## src/rtl/quad_enc_decoder.sv

```systemverilog
// Quadrature encoder front end: 2-FF synchronizer, optional per-pin debouncer
// (QDEC_DEBOUNCE_EN), priming, and detent decoding into one-cycle move/err pulses.
module quad_enc_decoder #(
    parameter int unsigned DEBOUNCE_CYCLES  = 50000,
    parameter int unsigned STEPS_PER_DETENT = 4
) (
    input  logic       clk,
    input  logic       rst_n,
    input  logic       enc_a,
    input  logic       enc_b,
    output logic [1:0] move,
    output logic       err
);

    if (DEBOUNCE_CYCLES < 1 || DEBOUNCE_CYCLES > 65535) begin : g_bad_debounce
        $error("DEBOUNCE_CYCLES must be in 1..65535");
    end
    if (STEPS_PER_DETENT != 1 && STEPS_PER_DETENT != 2 && STEPS_PER_DETENT != 4) begin : g_bad_steps
        $error("STEPS_PER_DETENT must be 1, 2 or 4");
    end

    localparam logic signed [3:0] STEP_POS = 4'(STEPS_PER_DETENT);
    localparam logic signed [3:0] STEP_NEG = -STEP_POS;

    typedef enum logic [1:0] {
        PR_FILL = 2'd0,
        PR_LOAD = 2'd1,
        PR_RUN  = 2'd2
    } prime_t;

    prime_t            prime_q, prime_d;
    logic              load, primed;
    logic [1:0]        sync1, sync2;   // bit 1 = A, bit 0 = B
    logic [1:0]        db;
    logic [1:0]        prev_q, prev_d;
    logic signed [2:0] sub_q, sub_d;
    logic signed [3:0] sub_up, sub_dn;
    logic [1:0]        step;
    logic [1:0]        move_d;
    logic              err_d;

    // Priming sequencer: one edge to fill sync1, then one load edge, then run.
    always_ff @(posedge clk or negedge rst_n) begin
        if (!rst_n) prime_q <= PR_FILL;
        else        prime_q <= prime_d;
    end

    always_comb begin
        prime_d = prime_q;
        case (prime_q)
            PR_FILL: prime_d = PR_LOAD;
            PR_LOAD: prime_d = PR_RUN;
            default: prime_d = PR_RUN;
        endcase
    end

    assign load   = (prime_q == PR_LOAD);
    assign primed = (prime_q == PR_RUN);

    always_ff @(posedge clk or negedge rst_n) begin
        if (!rst_n) begin
            sync1 <= 2'b00;
            sync2 <= 2'b00;
        end else begin
            sync1 <= {enc_a, enc_b};
            sync2 <= sync1;
        end
    end

`ifdef QDEC_DEBOUNCE_EN
    localparam logic [15:0] DB_LAST = 16'(DEBOUNCE_CYCLES - 1);

    logic [1:0][15:0] db_cnt;

    // On the load edge sync1 holds the value sync2 is about to take, so the
    // debounced state starts equal to the settled pins and no false step occurs.
    always_ff @(posedge clk or negedge rst_n) begin
        if (!rst_n) begin
            db     <= 2'b00;
            db_cnt <= '0;
        end else if (load) begin
            db     <= sync1;
            db_cnt <= '0;
        end else if (primed) begin
            for (int i = 0; i < 2; i++) begin
                if (sync2[i] == db[i]) begin
                    db_cnt[i] <= 16'd0;
                end else if (db_cnt[i] >= DB_LAST) begin
                    db[i]     <= sync2[i];
                    db_cnt[i] <= 16'd0;
                end else begin
                    db_cnt[i] <= db_cnt[i] + 16'd1;
                end
            end
        end
    end
`else
    assign db = sync2;
`endif

    // Position of a {A,B} state along the clockwise cycle 00 -> 10 -> 11 -> 01.
    function automatic logic [1:0] phase(input logic [1:0] ab);
        case (ab)
            2'b00:   phase = 2'd0;
            2'b10:   phase = 2'd1;
            2'b11:   phase = 2'd2;
            default: phase = 2'd3;
        endcase
    endfunction

    assign step   = phase(db) - phase(prev_q);
    assign sub_up = {sub_q[2], sub_q} + 4'sd1;
    assign sub_dn = {sub_q[2], sub_q} - 4'sd1;

    always_comb begin
        move_d = 2'b00;
        err_d  = 1'b0;
        sub_d  = sub_q;
        prev_d = prev_q;
        if (load) begin
            prev_d = sync1;
        end else if (primed && db != prev_q) begin
            prev_d = db;
            case (step)
                2'd1: begin
                    if (sub_up == STEP_POS) begin
                        move_d = 2'b10;
                        sub_d  = 3'sd0;
                    end else begin
                        sub_d = sub_up[2:0];
                    end
                end
                2'd3: begin
                    if (sub_dn == STEP_NEG) begin
                        move_d = 2'b01;
                        sub_d  = 3'sd0;
                    end else begin
                        sub_d = sub_dn[2:0];
                    end
                end
                default: begin
                    err_d = 1'b1;
                    sub_d = 3'sd0;
                end
            endcase
        end
    end

    always_ff @(posedge clk or negedge rst_n) begin
        if (!rst_n) begin
            prev_q <= 2'b00;
            sub_q  <= 3'sd0;
            move   <= 2'b00;
            err    <= 1'b0;
        end else begin
            prev_q <= prev_d;
            sub_q  <= sub_d;
            move   <= move_d;
            err    <= err_d;
        end
    end

endmodule

```

## config.mk

```make
export PLATFORM = sky130hd
export DESIGN_NAME = quad_enc_decoder
export DESIGN_NICKNAME = d
export VERILOG_FILES = /design/src/rtl/quad_enc_decoder.sv
export SDC_FILE = /design/constraint.sdc
export NUM_CORES = 1
export LEC_CHECK = 0
export ABC_AREA = 1
export BUFFER_PORTS_ARGS = -buffer_cell sky130_fd_sc_hd__buf_2
export CORE_MARGIN = 3
export CORE_UTILIZATION = 55
export CTS_BUF_LIST = sky130_fd_sc_hd__clkbuf_16
export DETAILED_ROUTE_END_ITERATION = 6
export PLACE_DENSITY = 0.74
export SLEW_MARGIN = 20
export SYNTH_ARGS = -nofsm -noshare
export SYNTH_HDL_FRONTEND = slang
export SYNTH_SLANG_ARGS = --single-unit
```

## constraint.sdc

```tcl
create_clock -name clk -period 2 [get_ports clk]
set_clock_uncertainty 0.1 [all_clocks]
set_input_delay 0.1 -clock clk [delete_from_list [all_inputs] [get_ports clk]]
set_output_delay 0.1 -clock clk [all_outputs]
set_load 0.005 [all_outputs]
```

==> impl.org <==
** Final layout
- Cell area after layout :: approximately 900 sq um
- In the final layout, the share of cells above drive strength 1 is approximately a fifth.
- # diodes :: 0
- Cells fill 76.1% of the core in the end.
- Net count of the finished layout :: 121
- Relative to the synthesized area, the layout overhead comes to 19.7%.
- Non-Filler Instances :: 121
- Commonest cells after routing, fill and taps aside :: 22 x sky130_fd_sc_hd__nand2_1, 14 x sky130_fd_sc_hd__dfrtp_1, 13 x sky130_fd_sc_hd__inv_1, 12 x sky130_fd_sc_hd__nor2_1
- Fill count :: between 90 and 100
- Most common cell after layout, fill and taps aside :: sky130_fd_sc_hd__nand2_1

** Clock network
- The clock net in this run drives a total of 14 sinks.
- The root buffer cell chosen for the clock tree is sky130_fd_sc_hd__clkbuf_16.
- In this run the number of H-tree levels came out at 1.
- TritonCTS clock tree :: done
- Clock slew seen by the registers of the worst setup and hold paths :: 0.04 ns
- Post-CTS setup-driven buffer insertion count :: 0
- CTS Buf Count :: 3
- For the worst-skew pair, the clock arrives at the later sink with an insertion delay of between 0.2 and 0.25 ns.
- In this run the deepest clock path goes through 2 buffers.

** Logic synthesis
- Counting every net in the synthesized netlist gives 107.
- Synthesized netlist cell count :: 95
- Counting flops and latches in the post-synthesis netlist gives 14.
- After synthesis, flip-flops and latches occupy between 40% and 50% of the total area.
- Synthesized area :: between 700 and 800 sq um
- Ys Warns :: 0
- Post-synth cell types :: 14
- A synthesized cell averages 8.14 sq um.

** Drt
- Number of detailed-route iterations in the first pass :: 4
- For this block, the via count after detailed routing is slightly below 600.
- After the first detailed-routing iteration, the DRC count stood at 8.
- Post-detailed-route DRC marker count :: 0
- The detail route stage leaves a number of antenna-violating nets equal to 0.
- After detailed routing, the average wire length per cell comes to 10.0 microns.
- Drt via density :: around 4.8
- Total length of routed wires :: 1210 microns

** Placement
- Setup slack at placement :: about 0.26 ns
- In this run, placement finished with an instance count of about 120.
- Routability-driven placement congestion ratio :: 0.800
- IO buf count :: 6
- HPWL reported at the end of detailed placement :: about 900 microns
- Placed Instance Area :: ~800 sq um

** Floorplan
- Overall die area :: ~1900 sq um
- The die is between 40 and 50 microns wide.
- Die height :: roughly 43 microns
- In this run the core area contains 12 standard-cell rows.
- The initial utilization of the core area, before any placement, comes to between 60% and 70%.
- Number of top-level design ports :: 7
- The core region is roughly 1200 sq um.

** STA
- For the pin with the worst max-slew slack, the measured transition is 0.292 ns.
- In the finished design, the share of the clock period the worst path needs comes to 88.2%.
- The count of endpoints failing hold in the final timing report came to 0.
- Setup repair after global routing left no endpoint under its margin.
- Final-report setup violation count :: 0
- For this run, the top clock speed supported by timing is roughly 570 MHz.
- Across all hold checks on the routed design, the worst slack comes to 0.175 ns.
- In this run the tightest slew margin relative to its limit is a little over 80%.
- Once routing completed, OpenROAD measured the worst setup slack at 0.236 ns.
- Summed over all failing endpoints, the final setup total negative slack is 0 ns.
- The max-slew violation count came to 0.
- Counting I/O delays and the setup requirement, the final critical path takes roughly 1.8 ns.

** GRT
- Vias in the first global route :: 513
- Global-route wire length before repair :: 2050 microns
- Entering global routing, the biggest net connects 15 pins.
- Global routing used ~15% of the available tracks.
- The initial antenna violation count came to 0.
- Remaining global-route overflow :: 0

** Worst setup path
- STA classifies the critical path startpoint as a flop.
- Of all nets on the critical path, the largest fanout is 4.
- Counting cells, the worst reg-to-reg path comes to 8.
- Signal arrival time at the worst endpoint :: roughly 1.8 ns
- By startpoint and endpoint, the worst setup path is classified as reg -> reg.
- Data required time of the worst path :: a little over 2 ns
- The worst setup path is captured at a flop.

** Pwr
- The design draws around 1.1 mW.
- Ratio of total power to cell area :: about 1200 nW/um^2
- IR analysis of the VDD net gives a maximum drop of around 700 uV.
- For this design the static power due to leakage is between 0.5 and 0.6 nW.

** Hold path
- The tightest min-delay check is of the in -> async type.

** Flow run
- Max-cap violation count :: 0

** Outcome
- Result of the run :: finished, final reports clean
cell families (layout without fill, tap and decap cells):
family,Yosys count,in the layout,share of synthesized area (%)
fa+ha+maj,8,8,12.9
buf+inv,16,28,7.77
flops,14,14,45.3
compound gates,7,7,5.02
simple gates,50,50,29.0
final timing paths:
path / from / slack [ns] / endpoint
setup / recovery: db[0]$_DFF_PN0_ / 0.24 / sub_q[0]$_DFFE_PN0P_
hold / removal: rst_n / 0.17 / sync1[0]$_DFF_PN0_
setup reg to reg: db[0]$_DFF_PN0_ / 0.24 / sub_q[0]$_DFFE_PN0P_
hold reg to reg: sync1[0]$_DFF_PN0_ / 0.28 / db[0]$_DFF_PN0_
max in group asynchronous: rst_n / 1.40 / prev_q[1]$_DFFE_PN0P_
min in group clk: sync1[0]$_DFF_PN0_ / 0.28 / db[0]$_DFF_PN0_
cells in the mapped netlist, drive strengths merged:
master / instances / area, sq um
nor2: 12 / 45.0
dfrtp: 14 / 350
o21ai: 4 / 23.8
nand3: 9 / 50.1
a21oi: 3 / 15.0
or2: 1 / 6.26
and2: 1 / 8.76
ha: 8 / 100
inv: 16 / 60.1
nand2: 27 / 114
layer usage:
metal	up-vias	global-route usage, %	part of all wire [%]
met5	-	0	0
met4	0	9.04	1.9
met3	4	2.49	3.1
met2	11	21.5	44
met1	252	20.2	50
li1	319	-	-
report_power, final:
group	leakage, nW	switching, mW	internal [mW]
logic	0.309	0.200	0.149
registers	0.172	0.0422	0.330
clock network	0.0370	0.103	0.260
repair_timing:
item	CTS	global route
gates resized for setup	0	0
setup endpoints to repair	0	0
hold buffers	3	0
hold endpoints to repair	16	0
critical path: stages, from the launching register on:
cell and delay (ns):
sky130_fd_sc_hd__dfrtp_1 0.41, sky130_fd_sc_hd__ha_1 0.31, sky130_fd_sc_hd__ha_1 0.21, sky130_fd_sc_hd__o21ai_1 0.10, sky130_fd_sc_hd__nand3_1 0.18, sky130_fd_sc_hd__nand2_2 0.14
sky130_fd_sc_hd__nand2_1 0.08, sky130_fd_sc_hd__nand3_1 0.08, sky130_fd_sc_hd__nand2_1 0.05
registers in the layout (all words and copies together), names as in the netlist:
signal and cells:
db 2, err 1, move 2, prev_q 2, prime_q 2, sub_q 3
sync1 2
area by class of cell:
class	count	area, sq um	area share [%]
tap	14	17.5	1.89
clock buffer	3	75.1	8.11
inverter	16	60.1	6.49
sequential	14	350	37.8
multi-input combinational	65	363	39.2
timing repair buffer	9	60.1	6.49
No activity file was read; power rests on OpenSTA's default activity.
